File: src/rtl/rv_iopmp_walker.sv
// rv_iopmp_walker
//   Sequential IOPMP rule checker. Accepts one transaction at a time and walks
//   the entry table one entry per cycle in index order. The first entry that
//   matches and is owned by an enabled memory domain decides the response.
//   Entries and mdcfg are read through a combinational port: entry_i must
//   present the entry addressed by entry_idx_o in the same cycle.
//
// Optional feature (macro RV_IOPMP_ERR_CAPTURE_EN):
//   Defined   -> adds the error capture ports err_* and their capture logic.
//   Undefined -> ports and logic absent.
//
// Ports:
//   clk_i, rst_i           clock, synchronous active-high reset
//   iopmp_en_i             global enable, sampled at accept (0 = allow all)
//   req_*                  request channel (valid/ready handshake)
//     req_access_i         one-hot: 3'b001 READ, 3'b010 WRITE, 3'b100 EXECUTION
//     req_md_en_i          srcmd MD enable bits for this requester
//   entry_idx_o / entry_i  table read port
//     entry_i[0]     r
//     entry_i[1]     w
//     entry_i[2]     x
//     entry_i[4:3]   a  (0 OFF, 1 TOR, 2 NA4, 3 NAPOT)
//     entry_i[36:5]  addr   (byte address bits [33:2])
//     entry_i[68:37] addrh  (byte address bits [65:34])
//   mdcfg_t_i              16-bit top index per MD, MD m at [m*16 +: 16]
//   resp_*                 response channel, held until resp_ready_i
//   err_*                  first-deny capture (optional feature only)
//
// States:
//   IDLE | ready for a request
//   WALK | evaluating entry entry_idx_o
//   RESP | response presented, waiting for resp_ready_i

module rv_iopmp_walker #(
  parameter  int unsigned NumEntries = 16,
  parameter  int unsigned NumMD      = 4,
  parameter  int unsigned ReqIdWidth = 8,
  localparam int unsigned EW         = $clog2(NumEntries),
  localparam int unsigned EntryW     = 69
) (
  input  logic                  clk_i,
  input  logic                  rst_i,
  input  logic                  iopmp_en_i,
  input  logic                  req_valid_i,
  output logic                  req_ready_o,
  input  logic [63:0]           req_addr_i,
  input  logic [2:0]            req_access_i,
  input  logic [ReqIdWidth-1:0] req_id_i,
  input  logic [NumMD-1:0]      req_md_en_i,
  output logic [EW-1:0]         entry_idx_o,
  input  logic [EntryW-1:0]     entry_i,
  input  logic [NumMD*16-1:0]   mdcfg_t_i,
  output logic                  resp_valid_o,
  input  logic                  resp_ready_i,
  output logic                  resp_allow_o,
  output logic [2:0]            resp_etype_o,
  output logic [EW-1:0]         resp_entry_o,
  output logic                  resp_hit_o
`ifdef RV_IOPMP_ERR_CAPTURE_EN
  ,
  input  logic                  err_clear_i,
  output logic                  err_valid_o,
  output logic [2:0]            err_etype_o,
  output logic [1:0]            err_ttype_o,
  output logic [ReqIdWidth-1:0] err_id_o,
  output logic [63:0]           err_addr_o
`endif
);

  typedef enum logic [1:0] {
    IDLE = 2'd0,
    WALK = 2'd1,
    RESP = 2'd2
  } state_t;

  localparam logic [EW-1:0] LastIdx = EW'(NumEntries - 1);

  state_t           state_q;
  logic [63:0]      prev_q;
  logic [63:0]      req_addr_q;
  logic [2:0]       req_access_q;
  logic [NumMD-1:0] req_md_en_q;

  // Entry decode
  logic [63:0] ea;
  logic [1:0]  cfg_a;
  logic        cfg_r, cfg_w, cfg_x;

  assign ea    = entry_i[68:5];
  assign cfg_a = entry_i[4:3];
  assign cfg_x = entry_i[2];
  assign cfg_w = entry_i[1];
  assign cfg_r = entry_i[0];

  // Request address in entry-address units (byte address bits [63:2]).
  logic [63:0] addr_w;
  assign addr_w = {2'b00, req_addr_q[63:2]};

  // Bits above the lowest zero of EA. EA ^ (EA+1) sets exactly the trailing
  // ones plus that first zero, so the complement keeps the compared bits.
  // All-ones EA yields a zero mask, i.e. matches everything.
  logic [63:0] napot_mask;
  assign napot_mask = ~(ea ^ (ea + 64'd1));

  logic addr_match;
  always_comb begin
    addr_match = 1'b0;
    case (cfg_a)
      2'b01:   addr_match = (prev_q <= addr_w) && (addr_w < ea);
      2'b10:   addr_match = (addr_w == ea);
      2'b11:   addr_match = ((addr_w ^ ea) & napot_mask) == 64'd0;
      default: addr_match = 1'b0;
    endcase
  end

  // MD m owns [t(m-1), t(m)); indices at or beyond the last top are unowned.
  logic        md_eligible;
  logic [15:0] md_lo, md_top, idx_ext;
  always_comb begin
    md_eligible = 1'b0;
    md_lo       = 16'd0;
    md_top      = 16'd0;
    idx_ext     = 16'(entry_idx_o);
    for (int m = 0; m < NumMD; m++) begin
      md_top = mdcfg_t_i[m*16 +: 16];
      if ((idx_ext >= md_lo) && (idx_ext < md_top)) begin
        md_eligible = md_eligible | req_md_en_q[m];
      end
      md_lo = md_top;
    end
  end

  logic perm_ok;
  assign perm_ok = |(req_access_q & {cfg_x, cfg_w, cfg_r});

  // Deny code by access type; doubles as the captured transaction type.
  logic [2:0] deny_etype;
  always_comb begin
    deny_etype = 3'd1;
    if (req_access_q[2])      deny_etype = 3'd3;
    else if (req_access_q[1]) deny_etype = 3'd2;
    else                      deny_etype = 3'd1;
  end

  always_ff @(posedge clk_i) begin
    if (rst_i) begin
      state_q      <= IDLE;
      req_ready_o  <= 1'b1;
      entry_idx_o  <= '0;
      prev_q       <= 64'd0;
      req_addr_q   <= 64'd0;
      req_access_q <= 3'd0;
      req_md_en_q  <= '0;
      resp_valid_o <= 1'b0;
      resp_allow_o <= 1'b0;
      resp_hit_o   <= 1'b0;
      resp_etype_o <= 3'd0;
      resp_entry_o <= '0;
    end else begin
      case (state_q)
        IDLE: begin
          if (req_valid_i) begin
            req_ready_o  <= 1'b0;
            req_addr_q   <= req_addr_i;
            req_access_q <= req_access_i;
            req_md_en_q  <= req_md_en_i;
            if (!iopmp_en_i) begin
              state_q      <= RESP;
              resp_valid_o <= 1'b1;
              resp_allow_o <= 1'b1;
              resp_hit_o   <= 1'b0;
              resp_etype_o <= 3'd0;
              resp_entry_o <= '0;
            end else begin
              state_q     <= WALK;
              entry_idx_o <= '0;
              prev_q      <= 64'd0;
            end
          end
        end
        WALK: begin
          // TOR lower bound is always the previous entry, eligible or not.
          prev_q <= ea;
          if (md_eligible && addr_match) begin
            state_q      <= RESP;
            resp_valid_o <= 1'b1;
            resp_hit_o   <= 1'b1;
            resp_entry_o <= entry_idx_o;
            resp_allow_o <= perm_ok;
            resp_etype_o <= perm_ok ? 3'd0 : deny_etype;
            entry_idx_o  <= '0;
          end else if (entry_idx_o == LastIdx) begin
            state_q      <= RESP;
            resp_valid_o <= 1'b1;
            resp_hit_o   <= 1'b0;
            resp_entry_o <= '0;
            resp_allow_o <= 1'b0;
            resp_etype_o <= 3'd4;
            entry_idx_o  <= '0;
          end else begin
            entry_idx_o <= entry_idx_o + EW'(1);
          end
        end
        RESP: begin
          if (resp_ready_i) begin
            state_q      <= IDLE;
            resp_valid_o <= 1'b0;
            req_ready_o  <= 1'b1;
          end
        end
        default: begin
          state_q     <= IDLE;
          req_ready_o <= 1'b1;
          entry_idx_o <= '0;
        end
      endcase
    end
  end

`ifdef RV_IOPMP_ERR_CAPTURE_EN
  logic [ReqIdWidth-1:0] req_id_q;
  logic                  deny_hs;

  always_ff @(posedge clk_i) begin
    if (rst_i) begin
      req_id_q <= '0;
    end else if ((state_q == IDLE) && req_valid_i) begin
      req_id_q <= req_id_i;
    end
  end

  assign deny_hs = resp_valid_o && resp_ready_i && !resp_allow_o;

  // A clear in the same cycle as a deny handshake still captures the deny.
  always_ff @(posedge clk_i) begin
    if (rst_i) begin
      err_valid_o <= 1'b0;
      err_etype_o <= 3'd0;
      err_ttype_o <= 2'd0;
      err_id_o    <= '0;
      err_addr_o  <= 64'd0;
    end else if (deny_hs && (!err_valid_o || err_clear_i)) begin
      err_valid_o <= 1'b1;
      err_etype_o <= resp_etype_o;
      err_ttype_o <= deny_etype[1:0];
      err_id_o    <= req_id_q;
      err_addr_o  <= req_addr_q;
    end else if (err_clear_i) begin
      err_valid_o <= 1'b0;
    end
  end
`else
  // Requester ID and the sub-word address bits only feed error capture.
  logic unused_capture_inputs;
  assign unused_capture_inputs = ^{req_id_i, req_addr_q[1:0]};
`endif

endmodule

File: config.mk
export PLATFORM = sky130hd
export DESIGN_NAME = rv_iopmp_walker
export DESIGN_NICKNAME = d
export VERILOG_FILES = /design/src/rtl/rv_iopmp_walker.sv
export SDC_FILE = /design/constraint.sdc
export NUM_CORES = 1
export LEC_CHECK = 0
export ABC_AREA = 0
export CAP_MARGIN = 20
export CORE_ASPECT_RATIO = 0.6
export CORE_MARGIN = 10
export CORE_UTILIZATION = 45
export CTS_CLUSTER_SIZE = 30
export DETAILED_ROUTE_END_ITERATION = 12
export DONT_BUFFER_PORTS = 1
export MAX_ROUTING_LAYER = met4
export SLEW_MARGIN = 0
export SYNTH_ARGS = -nofsm -noshare
export SYNTH_HDL_FRONTEND = slang
export SYNTH_SLANG_ARGS = --single-unit
File: constraint.sdc
create_clock -name clk_i -period 3.05 [get_ports clk_i]
set_clock_uncertainty 0.05 [all_clocks]
set_input_delay 0.61 -clock clk_i [delete_from_list [all_inputs] [get_ports clk_i]]
set_output_delay 0.61 -clock clk_i [all_outputs]
set_load 0.03 [all_outputs]
==> results.cfg <==
[cells_and_area]
final_net_count = 1881
drive_above_1_share_pct = 21.4
final_cell_mix = buf_4, nand2_1, inv_1
fin_area_um2 = 13100
n_fill_cell = 2065
layout_commonest_cell = buf_4
synthToLayoutAreaGrowth_pct = 27.8

[place]
numPortBuffers = 0
placed_area_um2 = 12100
pre_cts_ws_ps = -625
dp_hpwl_um = 28900
gp_congestion = 0.975

[synthesis]
yosysSeqAreaShare_pct = 29.4
yosys.area.top_type = dfxtp_1
synth_seq_cells = 150
synth.top_cells.by_area = dfxtp_1, ha_1, nand2_1
synthFlopType = dfxtp_1
syn_area_per_cell_um2 = 7.65
synthDistinctLibCells = 76
synth_edf_count = 0
synth_top_cell_area_share_pct = 29.4
syn-instance-count = 1335
async_flop_share_pct = 0
yosysWarnings = 0
syn-num-nets = 1693
syn_area_um2 = 10200

[sta]
fin_ws_ps = -236
setup_violations = 16
hold_ws_ps = 237
rsz0062_at_grt = yes
tightest_slew_ps = 807
hold_viol = 0
finalCritPeriodShare_pct = 108
maxSlewViolCount = 0
fmax_mhz = 304
max_slew_margin_pct = 46.2
period_minus_slack_ps = 3290

[outcome]
violations = setup timing
status = complete, but fails checks

[die]
dieArea_um2 = 29300
fp.dieH_um = 137
core-area_um2 = 22200
num_rows = 42
io_pins = 232
initial_utilization_pct = 46.0
die_w_um = 214

[grt]
antenna_found_initial = 1
grt.total_usage_pct = 25.5
grt_max_degree = 154
grt_pass1_wl_um = 57600
grt-ovfl-total = 0
grt_pass1_vias = 10059

[worst_setup_path]
cp-end-kind = flop
critPathLaunchType = flop
cp_data_arrival_time_ps = 3630
worstPathMaxFanout = 6
crit_required_ps = 3390
critPathKind = reg -> reg

[run]
drv_cap = 0

[min_path]
min_path_type = in -> reg

[routing]
vias = 10477
avgRoutedWirePerCell_um = 20.2
first_iter_violations = 790
drcViolationCount = 0
routed_via_density = 5.68
dr.pass1.iters = 6
drt-total-wl_um = 37200
ant_nets = 0

[power]
p_leak_nw = 5.78
total_power_w = 0.00590
power_density_nw_per_um2 = 452
ir_worst_vdd_mv = 0.488

[clock_network]
postCtsHoldBufs = 0
path_clk_slew_ps = 60
cts_tree = done
clkLatencyLatePin_ps = 450
cts_root_buf = clkbuf_16
cts_made_buffers = 17
clock_sinks = 150
max-clock-path-buffers = 2
ctsHtreeMaxLevel = 4
==> kinds of logic after synthesis <==
logic type                 Yosys count  synth area share (%)
AOI/OAI and AO/OA                  345                  21.9
xor gates and xnor gates             1                0.0858
adders and majority gates          141                  17.3
buffers and inverters              208                  7.81
DFF                                150                  29.4
muxes                                1                0.0980
and+or+nand+nor                    489                  23.4
==> metrics by stage <==
| step | util, % | TNS, ps | instances |
|---|---|---|---|
| 6_report | 58.8 | -2880 | 1844 |
| 5_1_grt | 58.8 | -4650 | 1844 |
| 4_1_cts | 58.4 | -787 | 1840 |
| 3_5_place_dp | 54.3 | -9040 | 1797 |
| 3_3_place_gp | 54.3 | -8680 | 1797 |
| 2_1_floorplan | - | -15.0 | 1335 |
==> flip-flops by register name, summed over array words and instances, names as in the netlist <==
register	count
resp_hit_o	1
resp_valid_o	1
req_md_en_q	4
req_ready_o	1
resp_entry_o	4
prev_q	64
entry_idx_o	4
resp_allow_o	1
req_access_q	3
state_q	2
resp_etype_o	3
req_addr_q	62
==> report_power, final <==
| group | switching, W | total, W | internal (W) |
|---|---|---|---|
| combinational | 0.000870 | 0.00167 | 0.000797 |
| clock | 0.000888 | 0.00203 | 0.00114 |
| sequential | 0.000114 | 0.00220 | 0.00209 |
| total | 0.00187 | 0.00590 | 0.00403 |
==> Yosys cell counts, types with 3 or more instances <==
master and n:
a221oi_1 5, nor2b_1 12, a41oi_1 11, nand4_1 41, o22ai_1 3, inv_1 152, nor4_1 29, nand3_1 35
o41a_1 4, o21bai_1 4, ha_1 141, nor4b_1 3, nand2b_1 6, o2111ai_1 3, nor2_1 101, nor3_1 28
a21oi_1 143, o32a_1 3, nand2_1 191, a31oi_1 21, and3_1 6, clkbuf_1 44, o21ai_0 28, and4_1 8
o221ai_1 4, or2_2 6, dfxtp_1 150, buf_1 9, a21o_1 13, o211ai_1 3, a21boi_0 3, a31o_2 3
a211oi_1 4, a22oi_1 67
==> layer usage <==
metal | wire length, um | up-vias | GRT usage (%)
met4 | 412 | 0 | 4.78
met3 | 3370 | 33 | 8.38
met2 | 15100 | 404 | 35.7
met1 | 18300 | 4869 | 34.9
li1 | - | 5171 | -
met5 | 0 | - | -
==> worst max-delay path, cell delays in order, from the launching register on <==
cell and delay, ps:
dfxtp_2 330, inv_1 40, ha_1 270, and4_4 220, nand4_1 210, buf_4 220
nor4_4 260, buf_4 170, nand3_4 100, nor4_4 210, o22ai_4 130, nor4_4 280
a211oi_4 80, buf_12 150, buf_12 130, o41a_1 310, nand2_1 60
==> path summary, 6_finish.rpt <==
| kind | slack [ps] | startpoint | depth (start not counted) | endpoint |
|---|---|---|---|---|
| setup / recovery | -240 | req_addr_q[30] | 16 | resp_entry_o[3] |
| hold / removal | 240 | rst_i | 1 | state_q[0] |
| setup reg to reg | -240 | req_addr_q[30] | 16 | resp_entry_o[3] |
| hold reg to reg | 400 | req_md_en_q[0] | 2 | req_md_en_q[0] |
==> repair_timing <==
action / 4_1_cts / 5_1_grt
setup buffers: 13 / 6
setup endpoints to repair: 16 / 16
pin swaps: 25 / 16
gates cloned: 1 / 0
resized for setup: 40 / 17
==> final cells by class <==
cell class              count  area [um2]  area share (%)
well taps                 308         385            2.95
inverters                 152         571            4.37
diodes                      1        2.50          0.0192
clock buffers              25         505            3.87
multi-input cells         977        6770            51.8
clock inverters             6        42.5           0.326
flip-flops and latches    150        3010            23.1
repair buffers            225        1770            13.5
Note: power is estimated with default switching activity, not from simulation.
